File: config.mk
export PLATFORM = sky130hd
export DESIGN_NAME = pipelined_control_unit
export DESIGN_NICKNAME = d
export VERILOG_FILES = /design/src/rtl/cpu_ctrl_pkg.sv /design/src/rtl/ctrl_decoder.sv /design/src/rtl/pipelined_control_unit.sv
export SDC_FILE = /design/constraint.sdc
export NUM_CORES = 1
export LEC_CHECK = 0
export CAP_MARGIN = 20
export CELL_PAD_IN_SITES_DETAIL_PLACEMENT = 0
export CELL_PAD_IN_SITES_GLOBAL_PLACEMENT = 1
export CORE_AREA = 2 2 72 74
export DETAILED_ROUTE_END_ITERATION = 16
export DIE_AREA = 0 0 74 76
export PLACE_DENSITY = 0.83
export SKIP_CTS_REPAIR_TIMING = 1
export SYNTH_ARGS = -nofsm -noshare
export SYNTH_HDL_FRONTEND = slang
export SYNTH_SLANG_ARGS = --single-unit
File: constraint.sdc
create_clock -name i_clock -period 1.9 [get_ports i_clock]
set_clock_uncertainty 0.2 [all_clocks]
set_input_delay 0.285 -clock i_clock [delete_from_list [all_inputs] [get_ports i_clock]]
set_output_delay 0.285 -clock i_clock [all_outputs]
set_load 0.1 [all_outputs]
File: src/rtl/cpu_ctrl_pkg.sv
// Shared definitions for the ID-stage main decoder and the ID/EX control register.
// Latency: n/a (constants, types and helpers only).
// Backpressure: n/a.
// Contents: opcode/funct constants, reg_dest and mem_width encodings, FSM state
// encodings, the control-word bundle layout and an R-type funct lookup helper.
package cpu_ctrl_pkg;

   // Primary opcodes (instruction[31:26])
   localparam logic [5:0] OP_RTYPE = 6'h00;
   localparam logic [5:0] OP_J     = 6'h02;
   localparam logic [5:0] OP_JAL   = 6'h03;
   localparam logic [5:0] OP_BEQ   = 6'h04;
   localparam logic [5:0] OP_BNE   = 6'h05;
   localparam logic [5:0] OP_ADDI  = 6'h08;
   localparam logic [5:0] OP_SLTI  = 6'h0a;
   localparam logic [5:0] OP_ANDI  = 6'h0c;
   localparam logic [5:0] OP_ORI   = 6'h0d;
   localparam logic [5:0] OP_XORI  = 6'h0e;
   localparam logic [5:0] OP_LUI   = 6'h0f;
   localparam logic [5:0] OP_LB    = 6'h20;
   localparam logic [5:0] OP_LH    = 6'h21;
   localparam logic [5:0] OP_LW    = 6'h23;
   localparam logic [5:0] OP_LBU   = 6'h24;
   localparam logic [5:0] OP_LHU   = 6'h25;
   localparam logic [5:0] OP_LWU   = 6'h27;
   localparam logic [5:0] OP_SB    = 6'h28;
   localparam logic [5:0] OP_SH    = 6'h29;
   localparam logic [5:0] OP_SW    = 6'h2b;

   // R-type funct codes that need special handling
   localparam logic [5:0] FN_JR    = 6'h08;
   localparam logic [5:0] FN_JALR  = 6'h09;

   // Register destination select
   localparam logic [1:0] DEST_RT  = 2'd0;
   localparam logic [1:0] DEST_RD  = 2'd1;
   localparam logic [1:0] DEST_R31 = 2'd2;

   // Memory access width
   localparam logic [1:0] WIDTH_BYTE = 2'd0;
   localparam logic [1:0] WIDTH_HALF = 2'd1;
   localparam logic [1:0] WIDTH_WORD = 2'd2;

   // Halt/drain FSM states
   localparam logic [1:0] ST_RUN    = 2'd0;
   localparam logic [1:0] ST_DRAIN  = 2'd1;
   localparam logic [1:0] ST_HALTED = 2'd2;

   // Control word carried across the ID/EX boundary; all-zero is a bubble.
   typedef struct packed {
      logic       valid;
      logic [1:0] reg_dest;
      logic [5:0] alu_op;
      logic       alu_src;
      logic       mem_read;
      logic       mem_write;
      logic [1:0] mem_width;
      logic       mem_unsigned;
      logic       branch;
      logic       branch_ne;
      logic       jump;
      logic       jump_reg;
      logic       link;
      logic       reg_write;
      logic       mem_to_reg;
   } ctrl_word_t;

   // ALU-type R-format functs the ALU control understands (JR/JALR handled apart).
   function automatic logic is_alu_funct(input logic [5:0] funct);
      case (funct)
         6'h00, 6'h02, 6'h03, 6'h04, 6'h06, 6'h07,
         6'h20, 6'h21, 6'h22, 6'h23, 6'h24, 6'h25,
         6'h26, 6'h27, 6'h2a, 6'h2b: is_alu_funct = 1'b1;
         default:                    is_alu_funct = 1'b0;
      endcase
   endfunction

endpackage

File: src/rtl/ctrl_decoder.sv
// Combinational opcode/funct decoder producing the raw control word.
// Latency: 0 cycles (purely combinational).
// Backpressure: none; the parent decides whether the word is registered.
// Ports: i_opcode/i_funct in; o_word (valid=0 for HALT/unknown), o_is_halt, o_is_illegal out.
module ctrl_decoder
   import cpu_ctrl_pkg::*;
#(
   parameter logic [5:0] HALT_OPCODE = 6'h3f
) (
   input  logic [5:0]  i_opcode,
   input  logic [5:0]  i_funct,
   output ctrl_word_t  o_word,
   output logic        o_is_halt,
   output logic        o_is_illegal
);

   always_comb begin
      o_word       = '0;
      o_is_halt    = 1'b0;
      o_is_illegal = 1'b0;
      // HALT is checked first so a configurable HALT opcode cannot alias a real one.
      if (i_opcode == HALT_OPCODE) begin
         o_is_halt = 1'b1;
      end else begin
         case (i_opcode)
            OP_RTYPE: begin
               if (i_funct == FN_JR) begin
                  o_word.valid    = 1'b1;
                  o_word.jump_reg = 1'b1;
               end else if (i_funct == FN_JALR) begin
                  o_word.valid     = 1'b1;
                  o_word.jump_reg  = 1'b1;
                  o_word.link      = 1'b1;
                  o_word.reg_write = 1'b1;
                  o_word.reg_dest  = DEST_RD;
               end else if (is_alu_funct(i_funct)) begin
                  o_word.valid     = 1'b1;
                  o_word.reg_write = 1'b1;
                  o_word.reg_dest  = DEST_RD;
               end else begin
                  o_is_illegal = 1'b1;
               end
            end
            OP_J: begin
               o_word.valid = 1'b1;
               o_word.jump  = 1'b1;
            end
            OP_JAL: begin
               o_word.valid     = 1'b1;
               o_word.jump      = 1'b1;
               o_word.link      = 1'b1;
               o_word.reg_write = 1'b1;
               o_word.reg_dest  = DEST_R31;
            end
            OP_BEQ, OP_BNE: begin
               o_word.valid     = 1'b1;
               o_word.branch    = 1'b1;
               o_word.branch_ne = (i_opcode == OP_BNE);
            end
            OP_ADDI, OP_SLTI, OP_ANDI, OP_ORI, OP_XORI, OP_LUI: begin
               o_word.valid     = 1'b1;
               o_word.alu_src   = 1'b1;
               o_word.reg_write = 1'b1;
            end
            OP_LB, OP_LH, OP_LW, OP_LBU, OP_LHU, OP_LWU: begin
               o_word.valid        = 1'b1;
               o_word.mem_read     = 1'b1;
               o_word.mem_to_reg   = 1'b1;
               o_word.reg_write    = 1'b1;
               o_word.alu_src      = 1'b1;
               // Opcode bit 2 separates the zero-extending loads.
               o_word.mem_unsigned = i_opcode[2];
               case (i_opcode[1:0])
                  2'b00:   o_word.mem_width = WIDTH_BYTE;
                  2'b01:   o_word.mem_width = WIDTH_HALF;
                  default: o_word.mem_width = WIDTH_WORD;
               endcase
            end
            OP_SB, OP_SH, OP_SW: begin
               o_word.valid     = 1'b1;
               o_word.mem_write = 1'b1;
               o_word.alu_src   = 1'b1;
               case (i_opcode[1:0])
                  2'b00:   o_word.mem_width = WIDTH_BYTE;
                  2'b01:   o_word.mem_width = WIDTH_HALF;
                  default: o_word.mem_width = WIDTH_WORD;
               endcase
            end
            default: o_is_illegal = 1'b1;
         endcase
         if (o_word.valid) o_word.alu_op = i_opcode;
      end
   end

endmodule

File: src/rtl/pipelined_control_unit.sv
// Main ID-stage decoder with ID/EX control register, bubble/flush priority and HALT drain FSM.
// Latency: 1 cycle from IF/ID contents to registered control word.
// Backpressure: i_enable=0 freezes everything; stall/flush inject bubbles, HALT freezes the PC.
// Ports: i_clock, i_reset (async active-low), i_enable, i_valid, i_opcode, i_funct, i_bubble,
//        i_flush, i_resume in; o_* control word, o_halt_pc, o_halted out.
// Optional: CTRL_UNIT_ILLEGAL_TRAP_EN adds o_illegal and traps unknown instructions into DRAIN.
module pipelined_control_unit
   import cpu_ctrl_pkg::*;
#(
   parameter int                   NB_OPCODE    = 6,
   parameter int                   NB_FUNCT     = 6,
   parameter int                   DRAIN_CYCLES = 4,
   parameter logic [NB_OPCODE-1:0] HALT_OPCODE  = 6'h3f,
   parameter int                   NB_DRAIN     = $clog2(DRAIN_CYCLES + 1)
) (
   input  logic                 i_clock,
   input  logic                 i_reset,
   input  logic                 i_enable,
   input  logic                 i_valid,
   input  logic [NB_OPCODE-1:0] i_opcode,
   input  logic [NB_FUNCT-1:0]  i_funct,
   input  logic                 i_bubble,
   input  logic                 i_flush,
   input  logic                 i_resume,
   output logic                 o_valid,
   output logic [1:0]           o_reg_dest,
   output logic [NB_OPCODE-1:0] o_alu_op,
   output logic                 o_alu_src,
   output logic                 o_mem_read,
   output logic                 o_mem_write,
   output logic [1:0]           o_mem_width,
   output logic                 o_mem_unsigned,
   output logic                 o_branch,
   output logic                 o_branch_ne,
   output logic                 o_jump,
   output logic                 o_jump_reg,
   output logic                 o_link,
   output logic                 o_reg_write,
   output logic                 o_mem_to_reg,
   output logic                 o_halt_pc,
   output logic                 o_halted
`ifdef CTRL_UNIT_ILLEGAL_TRAP_EN
   ,
   output logic                 o_illegal
`endif
);

   ctrl_word_t          dec_word;
   logic                dec_halt, dec_illegal, take_trap;
   ctrl_word_t          word_d, word_q;
   logic [1:0]          state_d, state_q;
   logic [NB_DRAIN-1:0] cnt_d, cnt_q;
   logic                halt_pc_d, halt_pc_q, halted_d, halted_q;
   logic                illegal_d, illegal_q;

   ctrl_decoder #(.HALT_OPCODE(6'(HALT_OPCODE))) u_dec (
      .i_opcode     (6'(i_opcode)),
      .i_funct      (6'(i_funct)),
      .o_word       (dec_word),
      .o_is_halt    (dec_halt),
      .o_is_illegal (dec_illegal)
   );

`ifdef CTRL_UNIT_ILLEGAL_TRAP_EN
   assign take_trap = dec_halt | dec_illegal;
`else
   assign take_trap = dec_halt;
`endif

   always_comb begin
      state_d   = state_q;
      cnt_d     = cnt_q;
      word_d    = word_q;
      halt_pc_d = halt_pc_q;
      halted_d  = halted_q;
      illegal_d = illegal_q;
      if (i_enable) begin
         word_d    = '0;
         illegal_d = 1'b0;
         case (state_q)
            ST_RUN: begin
               halt_pc_d = 1'b0;
               halted_d  = 1'b0;
               // Flush and stall both pre-empt decode, so a flushed HALT never drains.
               if (i_valid && !i_flush && !i_bubble) begin
                  if (take_trap) begin
                     state_d   = ST_DRAIN;
                     cnt_d     = NB_DRAIN'(DRAIN_CYCLES - 1);
                     halt_pc_d = 1'b1;
                     illegal_d = dec_illegal;
                  end else begin
                     word_d = dec_illegal ? '0 : dec_word;
                  end
               end
            end
            ST_DRAIN: begin
               halt_pc_d = 1'b1;
               // Leave when the count reaches zero on this edge, giving DRAIN_CYCLES
               // bubbles in total counting the one emitted for the HALT itself.
               if (cnt_q <= NB_DRAIN'(1)) begin
                  state_d  = ST_HALTED;
                  cnt_d    = '0;
                  halted_d = 1'b1;
               end else begin
                  cnt_d = cnt_q - NB_DRAIN'(1);
               end
            end
            ST_HALTED: begin
               halt_pc_d = !i_resume;
               halted_d  = !i_resume;
               if (i_resume) state_d = ST_RUN;
            end
            default: begin
               state_d   = ST_RUN;
               halt_pc_d = 1'b0;
               halted_d  = 1'b0;
            end
         endcase
      end
   end

   always_ff @(posedge i_clock or negedge i_reset) begin
      if (!i_reset) begin
         state_q   <= ST_RUN;
         cnt_q     <= '0;
         word_q    <= '0;
         halt_pc_q <= 1'b0;
         halted_q  <= 1'b0;
         illegal_q <= 1'b0;
      end else begin
         state_q   <= state_d;
         cnt_q     <= cnt_d;
         word_q    <= word_d;
         halt_pc_q <= halt_pc_d;
         halted_q  <= halted_d;
         illegal_q <= illegal_d;
      end
   end

   assign o_valid        = word_q.valid;
   assign o_reg_dest     = word_q.reg_dest;
   assign o_alu_op       = NB_OPCODE'(word_q.alu_op);
   assign o_alu_src      = word_q.alu_src;
   assign o_mem_read     = word_q.mem_read;
   assign o_mem_write    = word_q.mem_write;
   assign o_mem_width    = word_q.mem_width;
   assign o_mem_unsigned = word_q.mem_unsigned;
   assign o_branch       = word_q.branch;
   assign o_branch_ne    = word_q.branch_ne;
   assign o_jump         = word_q.jump;
   assign o_jump_reg     = word_q.jump_reg;
   assign o_link         = word_q.link;
   assign o_reg_write    = word_q.reg_write;
   assign o_mem_to_reg   = word_q.mem_to_reg;
   assign o_halt_pc      = halt_pc_q;
   assign o_halted       = halted_q;

`ifdef CTRL_UNIT_ILLEGAL_TRAP_EN
   assign o_illegal = illegal_q;
`else
   // Without the trap the flag never sets; keep it tied off in the register view.
   logic unused_illegal;
   assign unused_illegal = illegal_q;
`endif

endmodule

==> impl_metrics.tcl <==
set metrics [dict create \
    ir_drop_v 0.000566 \
    tightest_slew_ps 461 \
    crit_arrival_ps 1930 \
    layout_common_cells "buf_4, dfrtp_1, buf_12" \
    fillers 414 \
    grt_pass1_wl_um 6770 \
    clock_latency_ps 280 \
    p_switching_w 0.000696 \
    final_max_slew_viol_count 0 \
    clock_power_share 0.193 \
    drv_cap 0 \
    vias_per_cell 4.74 \
    ys_dominant_reg_cell "dfrtp_1" \
    grt_overflow 0 \
    coreArea_mm2 0.00491 \
    hold_viol 0 \
    final_common_cell "buf_4" \
    cts_tree "built" \
    first_pass_iters 5 \
    synth_area_leaders "dfrtp_1, ha_1, o2bb2ai_1, inv_1, o21ai_0" \
    path_clk_slew_ps 90 \
    power_density_mw_per_mm2 731 \
    grtUsageTotal 0.151 \
    finalNetCount 257 \
    netSwitchingFraction 0.357 \
    hpwl_um 3110 \
    seq_area_frac_synth 0.471 \
    largest_register_ffs 6 \
    syn_nets 173 \
    wl_um 4090 \
    fmax_mhz 515 \
    syn2layout_area_growth_pct 79.3 \
    critPathSlowestCell "dfrtp_1" \
    chipWidth_um 74 \
    wl_per_cell_um 13.6 \
    cts_sinks 28 \
    grt_max_degree 29 \
    antenna_left 0 \
    finalCritPeriodShare 1.02 \
    initial_core_util 0.303 \
    required_ps 1890 \
    rsz0062_at_grt "yes" \
    synth_cell_types 44 \
    path_max_fanout 6 \
    ys_warn_count 0 \
    endpoint_kind "register" \
    status "finished, violations left" \
    crit_chain "inv_2 -> ha_4 -> and4bb_2 -> nand2_2 -> a21oi_4 -> o41ai_4 -> o32ai_2" \
    max-clock-path-buffers 2 \
    finalSetupViolations 2 \
    rows 26 \
    critical_path.max_stage_delay_ps 400 \
    die-height_um 76 \
    pwr-share-seq 0.366 \
    worstSetupPathType "reg2reg" \
    ys_seq_elements 28 \
    violations "negative setup slack" \
    leakagePower_nw 1.20 \
    finalNonFillerCells 301 \
    yosys.area.top_type "dfrtp_1" \
    synthCells 148 \
    grt_pass1_vias 1442 \
    ctsRootBufferMaster "clkbuf_8" \
    slew_headroom 0.692 \
    portBuffers 42 \
    drc_errors 0 \
    drive_above_1_share 0.398 \
    power_frac_comb 0.441 \
    worst_slack_ps -43.2 \
    gp_congestion 0.844 \
    vias 1426 \
    detail_route.iter0.violations 87 \
    avgSynthCellArea_um2 10.0 \
    htreeDepth 1 \
    hold_class "in2async" \
    post-route-min-period_ps 1940 \
    grt_antenna_before_repair 0 \
    cell_internal_pwr_w 0.00125 \
    place_ws_ps -387 \
    diodes 0 \
    numCtsBuffers 3 \
    die_area_mm2 0.00562 \
    start_kind "register" \
    synth_edf_count 0 \
    netlist_area_mm2 0.00149 \
    ioPinCount 43 \
    yosysTopAreaCellShare 0.471 \
    placedCellCount 296 \
    postSynth.asyncResetShare 1.00 \
]
-- Yosys cell counts (3+ instances only) --
library cell / n
nand2_1: 12
a31oi_1: 3
a32o_1: 3
dfrtp_1: 28
nor2_1: 9
inv_1: 14
nor3_1: 3
a21oi_1: 5
ha_1: 6
nand2b_1: 3
o21ai_0: 10
a22o_1: 3
nor2b_1: 5
o2bb2ai_1: 7
-- critical path: cells and delay by family (launching register included) --
| kind | cells | cell delay [ps] |
|---|---|---|
| compound gates | 3 | 660 |
| flops | 1 | 400 |
| simple gates | 2 | 370 |
| fa+ha+maj | 1 | 140 |
| buf+inv | 1 | 90 |
-- per-stage QoR --
| stage | total power [W] | utilization | cell area [um2] | TNS (ps) | hold slack (ps) |
|---|---|---|---|---|---|
| after CTS | 0.00189 | 0.524 | 2570 | -327 | 185 |
| final | 0.00195 | 0.543 | 2670 | -67.0 | 171 |
| after detailed placement | 0.00151 | 0.512 | 2520 | -5840 | 272 |
| after global routing | 0.00208 | 0.543 | 2670 | -595 | 216 |
| after floorplan | 0.00111 | - | 1490 | 0 | -211 |
| after global placement | 0.00149 | 0.512 | 2520 | -5310 | 265 |
-- power groups by stage --
stage	Clock, W	Combinational, W	Sequential (W)
final	0.000375	0.000859	0.000713
after global routing	0.000410	0.000943	0.000723
after CTS	0.000383	0.000800	0.000702
after detailed placement	0	0.000798	0.000714
after global placement	0	0.000774	0.000711
after floorplan	0	0.000269	0.000839
-- final timing paths --
| path | from | endpoint | slack, ps | depth (start not counted) |
|---|---|---|---|---|
| max | state_q[0] | o_reg_dest[1] | -40 | 7 |
| min | i_reset | o_alu_op[1] | 170 | 2 |
| max reg2reg | state_q[0] | o_reg_dest[1] | -40 | 7 |
| min reg2reg | o_halted | o_halted | 360 | 2 |
| max in group asynchronous | i_reset | o_alu_src | 1060 | 2 |
| min in group i_clock | i_opcode[5] | o_mem_width[1] | 270 | 4 |
-- layout make-up --
| class | instances | area [um2] | area share |
|---|---|---|---|
| Clock buffer | 4 | 55.1 | 0.0207 |
| Multi-Input combinational cell | 99 | 773 | 0.290 |
| Timing Repair Buffer | 84 | 988 | 0.371 |
| Inverter | 16 | 60.1 | 0.0225 |
| Sequential cell | 28 | 701 | 0.263 |
| Tap cell | 70 | 87.6 | 0.0329 |
-- layer usage --
metal  part of all wire  wire, um  track usage  up-vias
met1               0.45      1840        0.212      672
met2               0.49      2020        0.238       45
li1                   -         -            -      705
met4              0.013        53       0.0509        0
met5                  0         0            0        -
met3              0.045       185       0.0212        4
-- cell families (layout without fill, tap and decap cells) --
family,Yosys count,after routing,share of synthesized area
and+or+nand+nor,44,44,0.153
adders and majority gates,6,6,0.0505
DFF,28,28,0.471
buffers and inverters,21,104,0.0572
muxes,2,2,0.0143
AOI/OAI and AO/OA,47,47,0.253
Note: power is estimated with default switching activity, not from simulation.
